$ cat config.mk
export PLATFORM = sky130hd
export DESIGN_NAME = texel_assembler_core
export DESIGN_NICKNAME = d
export VERILOG_FILES = /design/src/rtl/texel_asm_pkg.sv /design/src/rtl/texel_assembler_core_texel_byte_packer.sv /design/src/rtl/texel_assembler_core.sv
export SDC_FILE = /design/constraint.sdc
export NUM_CORES = 1
export LEC_CHECK = 0
export ABC_AREA = 0
export CORE_ASPECT_RATIO = 0.6
export CORE_MARGIN = 2
export CORE_UTILIZATION = 30
export DETAILED_ROUTE_END_ITERATION = 16
export PLACE_DENSITY = 0.46
export SETUP_SLACK_MARGIN = 0.1
export SYNTH_ARGS = -nofsm -noshare
export SYNTH_HDL_FRONTEND = slang
export SYNTH_SLANG_ARGS = --single-unit
$ cat constraint.sdc
create_clock -name clk -period 5.7 [get_ports clk]
set_input_delay 1.14 -clock clk [delete_from_list [all_inputs] [get_ports clk]]
set_output_delay 1.14 -clock clk [all_outputs]
set_load 0.05 [all_outputs]
$ cat src/rtl/texel_asm_pkg.sv
// Shared widths, types and helpers for the texel assembler.
// Optional build macro TEXEL_ASM_BSWAP_EN selects big-endian word packing.
package texel_asm_pkg;

  localparam int WORD_BYTES  = 4;
  localparam int TEXEL_BYTES = 21;
  localparam int TEXEL_W     = 8 * TEXEL_BYTES;
  localparam int WORD_W      = 8 * WORD_BYTES;
  localparam int ACC_BYTES   = 24;
  localparam int ACC_W       = 8 * ACC_BYTES;
  localparam int CNT_W       = 5;

  typedef logic [TEXEL_W-1:0] texel_t;
  typedef logic [WORD_W-1:0]  word_t;
  typedef logic [ACC_W-1:0]   acc_t;
  typedef logic [CNT_W-1:0]   cnt_t;

  // One request per cycle into the packer; push and shift are never both set.
  typedef struct packed {
    logic  push;
    logic  shift;
    word_t word;
  } pack_req_t;

  function automatic word_t bswap(input word_t w);
    word_t r;
    for (int j = 0; j < WORD_BYTES; j++) r[j*8 +: 8] = w[(WORD_BYTES-1-j)*8 +: 8];
    return r;
  endfunction

endpackage

$ cat src/rtl/texel_assembler_core_texel_byte_packer.sv
// Byte accumulator: appends words at the current fill level and drops one
// texel's worth of bytes on a shift. TEXEL_ASM_BSWAP_EN reverses each word first.
module texel_byte_packer
  import texel_asm_pkg::*;
(
  input  logic      clk,
  input  logic      rst,
  input  pack_req_t req,
  output texel_t    texel,
  output cnt_t      cnt
);

  acc_t  acc_q, acc_d;
  cnt_t  cnt_q, cnt_d;
  word_t word_in;

`ifdef TEXEL_ASM_BSWAP_EN
  assign word_in = bswap(req.word);
`else
  assign word_in = req.word;
`endif

  always_comb begin
    acc_d = acc_q;
    cnt_d = cnt_q;
    if (req.shift) begin
      // Leftover bytes slide to byte 0; vacated top bytes become zero.
      acc_d = acc_q >> TEXEL_W;
      cnt_d = cnt_q - cnt_t'(TEXEL_BYTES);
    end else if (req.push) begin
      for (int j = 0; j < WORD_BYTES; j++) begin
        if (int'(cnt_q) + j < ACC_BYTES)
          acc_d[(int'(cnt_q) + j)*8 +: 8] = word_in[j*8 +: 8];
      end
      cnt_d = cnt_q + cnt_t'(WORD_BYTES);
    end
  end

  always_ff @(posedge clk) begin
    if (rst) begin
      acc_q <= '0;
      cnt_q <= '0;
    end else begin
      acc_q <= acc_d;
      cnt_q <= cnt_d;
    end
  end

  assign texel = acc_q[TEXEL_W-1:0];
  assign cnt   = cnt_q;

endmodule

$ cat src/rtl/texel_assembler_core.sv
// Packs 32-bit AHB read-buffer words into 21-byte texels with a ready/read handshake.
// Build macro TEXEL_ASM_BSWAP_EN (in the packer) selects big-endian word order.
module texel_assembler_core
  import texel_asm_pkg::*;
(
  input  logic               clk,
  input  logic               n_rst,
  input  logic [WORD_W-1:0]  ahb_buffer,
  input  logic               ahb_data_available,
  input  logic               texel_read,
  output logic               ahb_user_read_buffer,
  output logic [TEXEL_W-1:0] texel_buffer,
  output logic               texel_ready
);

  cnt_t      cnt;
  texel_t    texel;
  pack_req_t req;
  logic      rdy_q, rdy_d;
  logic      rd, consume;

  // Fetch stops while a texel is presented, so accept and consume never coincide.
  assign rd      = ahb_data_available & ~rdy_q & (cnt < cnt_t'(TEXEL_BYTES)) & ~n_rst;
  assign consume = rdy_q & texel_read;
  assign req     = '{push: rd, shift: consume, word: ahb_buffer};

  texel_byte_packer u_packer (
    .clk   (clk),
    .rst   (n_rst),
    .req   (req),
    .texel (texel),
    .cnt   (cnt)
  );

  always_comb begin
    rdy_d = rdy_q;
    if (consume)
      rdy_d = 1'b0;
    else if (rd && (cnt + cnt_t'(WORD_BYTES) >= cnt_t'(TEXEL_BYTES)))
      rdy_d = 1'b1;
  end

  always_ff @(posedge clk) begin
    if (n_rst) rdy_q <= 1'b0;
    else       rdy_q <= rdy_d;
  end

  assign ahb_user_read_buffer = rd;
  assign texel_buffer         = texel;
  assign texel_ready          = rdy_q;

endmodule

==> flow_summary.ini, run 1 <==
[floorplan]
rows = 72
start_util_pct = 30.5
fp.dieW_um = 335
ios = 206
chipHeight_um = 203
die-area_mm2 = 0.0680
core_area_mm2 = 0.0648

[global_routing]
grt_antenna_before_repair = 5
via_count_of_the_first_global_routing_pass = 20900
global_route_wire_length_before_repair_um = 165000
largest_net_degree_at_the_start_of_global_routing = 73
overflow = 0
track_usage_pct = 34.0

[placed_design]
placement.io_buffers = 205
placed_cells_incl_taps = 3384
place_congestion = 1.00
place.detailed.hpwl_um = 87300
pre_cts_slack_ns = 1.10
place_area_mm2 = 0.0215

[sta]
fin_skew_ns = 0.0128
setup_tns_ns = 0
setup_viol = 0
hold-worst-slack_ns = 0.494
grt_setup_unrepaired = false
worst_slack_ns = 0.880
report.final.slew_viol_count = 0
final_min_period_over_clock_period_pct = 84.6
number_of_endpoints_with_negative_hold_slack_in_the_final_report = 0
slew_at_the_pin_with_the_worst_max_slew_slack_ns = 1.44
final.min_clock_period_ns = 4.82
max_freq_mhz = 207
slew_headroom_pct = 3.90

[power]
power_density_mw_per_mm2 = 187
vdd_ir_drop_max_mv = 0.191
post-layout-total-power_mw = 4.13
power.leakage_nw = 7.65

[clock_network]
postCtsSetupBuffers = 0
ctsRootBufferMaster = sky130_fd_sc_hd__clkbuf_16
cts.hold.buffers_added = 0
numCtsBuffers = 17
cts_htree_levels = 4
cts-resized-gates = 0
cts.clk_slew.worst_paths_ns = 0.09
tritoncts = done
clock_tree.buffer_depth = 2
cts.sinks = 198
clk-insertion-delay-late_ns = 0.51

[yosys]
avgSynthCellArea_um2 = 7.56
post_synth_xor_area_fraction_pct = 1.46
adder_and_majority_cell_fraction_of_the_synthesized_area_pct = 1.27
synth_area_leaders = sky130_fd_sc_hd__dfxtp_1 (20%), sky130_fd_sc_hd__mux2i_1 (14%), sky130_fd_sc_hd__buf_4 (6.7%)
synth_top_family_by_area = compound AO/OA/AOI/OAI gates
fraction_of_registers_with_async_set_reset_pct = 0
mappedNetlistArea_mm2 = 0.0197
synth_compound_gate_area_share_pct = 27.0
synthDominantAreaCellType = sky130_fd_sc_hd__dfxtp_1
synth_fp_nets = 2669
proportion_of_synthesized_area_in_mux_cells_pct = 16.4
synth_simple_gate_area_share_pct = 22.2
synth-seq-cells = 198
postSynthCellCount = 2613
synthDistinctLibCells = 105
synth.yosys.seq_area_share_pct = 20.1
dominantRegCellSynth = sky130_fd_sc_hd__dfxtp_1
ys.warnings.count = 0
number_of_enable_type_register_cells_in_the_synthesized_netlist = 0
yosysTopAreaCellShare_pct = 20.1

[hold_path]
min_from = u_packer.acc_q[32]$_SDFFE_PP0P_
hold_path_depth = 2
hold_class = reg -> reg
min_to = u_packer.acc_q[32]$_SDFFE_PP0P_

[finish]
layout.core_utilization_pct = 34.0
final_layout_size_suffix_gt1_share_pct = 9.87
design_area_mm2 = 0.0220
fillCellCount = 6850
layout.nets = 2608
layout.cells.non_filler = 3415
layout-area-overhead-vs-synth_pct = 11.6

[status]
run_status = complete, no violations

[critical_path]
worst_setup_path_start_kind = flip-flop
crit-reg2reg-launch = u_packer.cnt[1]$_SDFFE_PP0P_
timing.reg2reg.setup_slack_ns = 0.88
timing.critical_path.fanout_max = 16
critical_path_required_ns = 6.10
timing.setup.critical_path_class = reg -> reg
crit_arrival_ns = 5.22
worstReg2RegEnd = u_packer.acc_q[40]$_SDFFE_PP0P_
critPathCaptureType = flip-flop
timing.reg2reg.worst_path_depth = 12

[routing]
drt_first_iter_violations = 3610
detailroute.via_count = 22700
drcViolationCount = 0
routed_wire_length_per_instance_um = 35.0
antenna_violating_nets_left = 0
avgViaCountPerCell = 6.65
drtPass1Iterations = 6
drt_wl_total_um = 119000

[flow_run]
maxCapViolCount = 0
## how the worst max path moves through the flow
stage	from	endpoint	cells after the start
CTS	u_packer.cnt[2]$_SDFFE_PP0P_	u_packer.acc_q[92]$_SDFFE_PP0P_	12
global route	u_packer.cnt[1]$_SDFFE_PP0P_	u_packer.acc_q[90]$_SDFFE_PP0P_	12
finish	u_packer.cnt[1]$_SDFFE_PP0P_	u_packer.acc_q[40]$_SDFFE_PP0P_	12
global placement	u_packer.cnt[0]$_SDFFE_PP0P_	u_packer.acc_q[92]$_SDFFE_PP0P_	12
floorplan	u_packer.cnt[0]$_SDFFE_PP0P_	u_packer.acc_q[25]$_SDFFE_PP0P_	19
detailed placement	u_packer.cnt[2]$_SDFFE_PP0P_	u_packer.acc_q[92]$_SDFFE_PP0P_	12
## cells in the final DEF, fill, tap and decap left out, types with 60 or more instances in the layout
cell	netlist	final
sky130_fd_sc_hd__buf_4	177	95
sky130_fd_sc_hd__nor3_1	64	64
sky130_fd_sc_hd__nand3_1	89	89
sky130_fd_sc_hd__nand2_1	322	321
sky130_fd_sc_hd__clkdlybuf4s50_1	0	202
sky130_fd_sc_hd__dfxtp_1	198	198
sky130_fd_sc_hd__mux2i_1	279	279
sky130_fd_sc_hd__nor2_1	190	188
sky130_fd_sc_hd__o221ai_1	61	61
sky130_fd_sc_hd__a21oi_1	202	202
sky130_fd_sc_hd__o21ai_0	112	112
sky130_fd_sc_hd__a211oi_1	60	60
## cells in the mapped netlist, types with 7 or more instances
cell,number
sky130_fd_sc_hd__nand2_1,322
sky130_fd_sc_hd__mux2i_1,279
sky130_fd_sc_hd__a21oi_1,202
sky130_fd_sc_hd__dfxtp_1,198
sky130_fd_sc_hd__nor2_1,190
sky130_fd_sc_hd__buf_4,177
sky130_fd_sc_hd__clkbuf_1,140
sky130_fd_sc_hd__o21ai_0,112
sky130_fd_sc_hd__nand3_1,89
sky130_fd_sc_hd__nor3_1,64
sky130_fd_sc_hd__o221ai_1,61
sky130_fd_sc_hd__a211oi_1,60
sky130_fd_sc_hd__a31oi_1,57
sky130_fd_sc_hd__and2_1,41
sky130_fd_sc_hd__mux2_2,39
sky130_fd_sc_hd__buf_2,35
sky130_fd_sc_hd__and3_1,31
sky130_fd_sc_hd__a221oi_1,29
sky130_fd_sc_hd__a211o_1,25
sky130_fd_sc_hd__or3_1,23
sky130_fd_sc_hd__ha_1,20
sky130_fd_sc_hd__o22ai_1,20
sky130_fd_sc_hd__o211ai_1,19
sky130_fd_sc_hd__nand4_1,18
sky130_fd_sc_hd__buf_1,17
sky130_fd_sc_hd__a21o_1,15
sky130_fd_sc_hd__nand2b_1,15
sky130_fd_sc_hd__o31ai_1,15
sky130_fd_sc_hd__a22o_1,13
sky130_fd_sc_hd__inv_1,13
sky130_fd_sc_hd__xnor2_1,13
sky130_fd_sc_hd__a311oi_1,12
sky130_fd_sc_hd__nor4_1,12
sky130_fd_sc_hd__nor4_4,11
sky130_fd_sc_hd__a32oi_1,10
sky130_fd_sc_hd__buf_6,10
sky130_fd_sc_hd__a21boi_0,8
sky130_fd_sc_hd__a221o_1,8
sky130_fd_sc_hd__a22oi_1,7
sky130_fd_sc_hd__a32o_1,7
sky130_fd_sc_hd__nor2b_1,7
sky130_fd_sc_hd__nor3_2,7
sky130_fd_sc_hd__o211a_1,7
## layer usage
| metal | vias up | routed length, µm | GRT usage [%] |
|---|---|---|---|
| met3 | 216 | 16900 | 11.6 |
| met2 | 1844 | 45500 | 45.0 |
| met1 | 11200 | 53400 | 50.5 |
| met4 | 4 | 3560 | 10.2 |
| met5 | - | 22 | 0.213 |
| li1 | 9482 | - | - |
## cell families (layout without fill, tap and decap cells)
group | after synthesis | in the layout
DFF | 198 | 198
and+or+nand+nor | 883 | 883
buffers and inverters | 400 | 350
adders and majority gates | 20 | 20
xor gates and xnor gates | 23 | 23
AOI/OAI and AO/OA | 770 | 770
muxes | 319 | 319
other | 0 | 1
## power by group
group | switching (mW) | leakage, nW | internal [mW] | total (mW)
clock | 0.670 | 0.277 | 0.657 | 1.33
combinational | 0.872 | 5.75 | 0.380 | 1.25
sequential | 0.0911 | 1.62 | 1.46 | 1.55
total | 1.63 | 7.65 | 2.50 | 4.13
## critical path, stage by stage, from the launching register on
cell,delay [ns]
sky130_fd_sc_hd__dfxtp_1,0.31
sky130_fd_sc_hd__buf_4,0.19
sky130_fd_sc_hd__inv_1,0.19
sky130_fd_sc_hd__ha_1,0.58
sky130_fd_sc_hd__nor2b_2,0.16
sky130_fd_sc_hd__xnor2_1,0.62
sky130_fd_sc_hd__nor3_1,0.12
sky130_fd_sc_hd__ha_1,0.48
sky130_fd_sc_hd__nand2_1,0.16
sky130_fd_sc_hd__or3_1,0.51
sky130_fd_sc_hd__nor2_1,0.82
sky130_fd_sc_hd__a2111oi_0,0.25
sky130_fd_sc_hd__a221o_1,0.32
## registers in the layout (all words and copies together) (netlist names)
signal,cells
texel_ready,1
u_packer.acc_q,192
u_packer.cnt,5
## final cells by class
type / count / area [µm²] / share of cell area, %
Multi-Input combinational cell: 2015 / 13600 / 61.5
Sequential cell: 198 / 3960 / 18.0
Timing Repair Buffer: 302 / 2810 / 12.7
Tap cell: 851 / 1060 / 4.83
Clock buffer: 23 / 498 / 2.26
Inverter: 18 / 72.6 / 0.329
Clock inverter: 7 / 68.8 / 0.312
Antenna cell: 1 / 2.50 / 0.0114
(Power assumes the default switching activity.)
==> run 2: changes to the inputs <==
==> constraint.sdc (replaced) <==
create_clock -name clk -period 4.46 [get_ports clk]
set_input_delay 0.892 -clock clk [delete_from_list [all_inputs] [get_ports clk]]
set_output_delay 0.892 -clock clk [all_outputs]
set_load 0.05 [all_outputs]
==> flow_summary.ini, run 2 (synthesis gave the netlist of run 1 again) <==
[finish]
number_of_flip_flops_in_the_largest_register = 192
fillCellCount = 6887
final_layout_size_suffix_gt1_share_pct = 12.5
layout.nets = 2685
layout.cells.most_common_list = sky130_fd_sc_hd__nand2_1 (321), sky130_fd_sc_hd__mux2i_1 (279), sky130_fd_sc_hd__a21oi_1 (201), sky130_fd_sc_hd__clkdlybuf4s50_1 (200), sky130_fd_sc_hd__dfxtp_1 (198)
layout-area-overhead-vs-synth_pct = 14.6
layout.core_utilization_pct = 35.0
max_flop_register = u_packer.acc_q
final_common_cell = sky130_fd_sc_hd__nand2_1

[flow_run]
maxCapViolCount = 0

[clock_network]
clk-insertion-delay-late_ns = 0.51
cts.hold.buffers_added = 0
tritoncts = done
cts.clk_slew.worst_paths_ns = 0.08
cts-resized-gates = 0
cts_htree_levels = 4
cts.sinks = 198
clock_tree.buffer_depth = 2
ctsRootBufferMaster = sky130_fd_sc_hd__clkbuf_16
numCtsBuffers = 17
postCtsSetupBuffers = 0

[sta]
fin_skew_ns = 0.0118
final_min_period_over_clock_period_pct = 92.3
number_of_endpoints_with_negative_hold_slack_in_the_final_report = 0
slew_at_the_pin_with_the_worst_max_slew_slack_ns = 1.33
slew_headroom_pct = 11.1
hold-worst-slack_ns = 0.490
setup_viol = 0
max_freq_mhz = 243
worst_slack_ns = 0.343
report.final.slew_viol_count = 0
grt_setup_unrepaired = false
setup_tns_ns = 0
final.min_clock_period_ns = 4.12

[global_routing]
global_route_wire_length_before_repair_um = 173000
grt_util_met1_pct = 54.0
track_usage_pct = 35.9
gr-usage-met2_pct = 47.3
overflow = 0
global_route.usage.met3_pct = 11.4
via_count_of_the_first_global_routing_pass = 21100
grt_antenna_before_repair = 9
grt.busiest_layer = met1
largest_net_degree_at_the_start_of_global_routing = 65

[floorplan]
chipHeight_um = 203
die-area_mm2 = 0.0680
core_area_mm2 = 0.0648
ios = 206
start_util_pct = 30.5
rows = 72
fp.dieW_um = 335

[routing]
antenna_violating_nets_left = 0
drt_first_iter_violations = 3516
drt_wl_total_um = 126000
routed_wire_length_per_instance_um = 36.1
drtPass1Iterations = 6
drcViolationCount = 0
avgViaCountPerCell = 6.57
detailroute.via_count = 22900

[critical_path]
cpLargestDelayFamily = simple AND/OR/NAND/NOR gates
critical_path.n_buffers_inverters = 0
timing.setup.critical_path_class = reg -> reg
timing.critical_path.fanout_max = 9
critical_path_required_ns = 4.91
cpPeakStageDelay_ns = 0.52
timing.critical_path.cells = ha_1 -> and2_1 -> and3_1 -> o211a_1 -> ha_1 -> nor2b_1 -> nand3_1 -> or2_2 -> mux2_2 -> a2111oi_2 -> a221o_1
worst_setup_path_start_kind = flip-flop
critPathCaptureType = flip-flop
slowest_stage = sky130_fd_sc_hd__or2_2
worst_path_most_repeated_cell = sky130_fd_sc_hd__ha_1
crit_arrival_ns = 4.56

[hold_path]
hold_class = reg -> reg

[power]
vdd_ir_drop_max_mv = 0.217
power_density_mw_per_mm2 = 237
power.leakage_nw = 8.04
post-layout-total-power_mw = 5.37

[placed_design]
place.detailed.hpwl_um = 92400
placement.io_buffers = 205
place_congestion = 0.989
pre_cts_slack_ns = 0.493

[status]
run_status = complete, no violations
run 2: area by class of cell:
cell class / instances / area, µm² / area share [%]
sequential: 198 / 3960 / 17.5
multi-input combinational: 2015 / 13600 / 59.9
clock inverter: 8 / 101 / 0.448
inverter: 18 / 72.6 / 0.321
clock buffer: 21 / 460 / 2.03
antenna: 1 / 2.50 / 0.0111
tap: 851 / 1060 / 4.70
timing repair buffer: 379 / 3410 / 15.1
run 2: where the power goes:
| part | internal [mW] | switching (mW) | total (mW) |
|---|---|---|---|
| clock | 0.849 | 0.870 | 1.72 |
| combinational | 0.514 | 1.15 | 1.66 |
| sequential | 1.87 | 0.121 | 1.99 |
run 2: routing by layer:
layer  part of all wire [%]  vias to the layer above
met2                     38                     1657
met5                  0.036                        -
met1                     47                    11400
li1                       -                     9646
met3                     12                      224
met4                    3.0                        8
run 2: worst paths after layout:
kind                                    start                               end  slack, ns  cells past startpoint
max              u_packer.cnt[1]$_SDFFE_PP0P_   u_packer.acc_q[25]$_SDFFE_PP0P_       0.34                     11
min          u_packer.acc_q[167]$_SDFFE_PP0P_  u_packer.acc_q[167]$_SDFFE_PP0P_       0.49                      2
max reg2reg      u_packer.cnt[1]$_SDFFE_PP0P_   u_packer.acc_q[25]$_SDFFE_PP0P_       0.34                     11
min reg2reg  u_packer.acc_q[167]$_SDFFE_PP0P_  u_packer.acc_q[167]$_SDFFE_PP0P_       0.49                      2
run 2: worst register-to-register path, cell delays in order, from the launching register on:
cell                        delay [ns]
sky130_fd_sc_hd__dfxtp_1          0.40
sky130_fd_sc_hd__ha_1             0.28
sky130_fd_sc_hd__and2_1           0.26
sky130_fd_sc_hd__and3_1           0.24
sky130_fd_sc_hd__o211a_1          0.23
sky130_fd_sc_hd__ha_1             0.48
sky130_fd_sc_hd__nor2b_1          0.50
sky130_fd_sc_hd__nand3_1          0.32
sky130_fd_sc_hd__or2_2            0.52
sky130_fd_sc_hd__mux2_2           0.33
sky130_fd_sc_hd__a2111oi_2        0.33
sky130_fd_sc_hd__a221o_1          0.16
run 2: stage by stage:
step	instance area (µm²)	std cells
6_report	22600	3491
5_1_grt	22600	3490
4_1_cts	22600	3490
3_5_place_dp	22100	3461
3_3_place_gp	22100	3461
2_1_floorplan	19700	2613
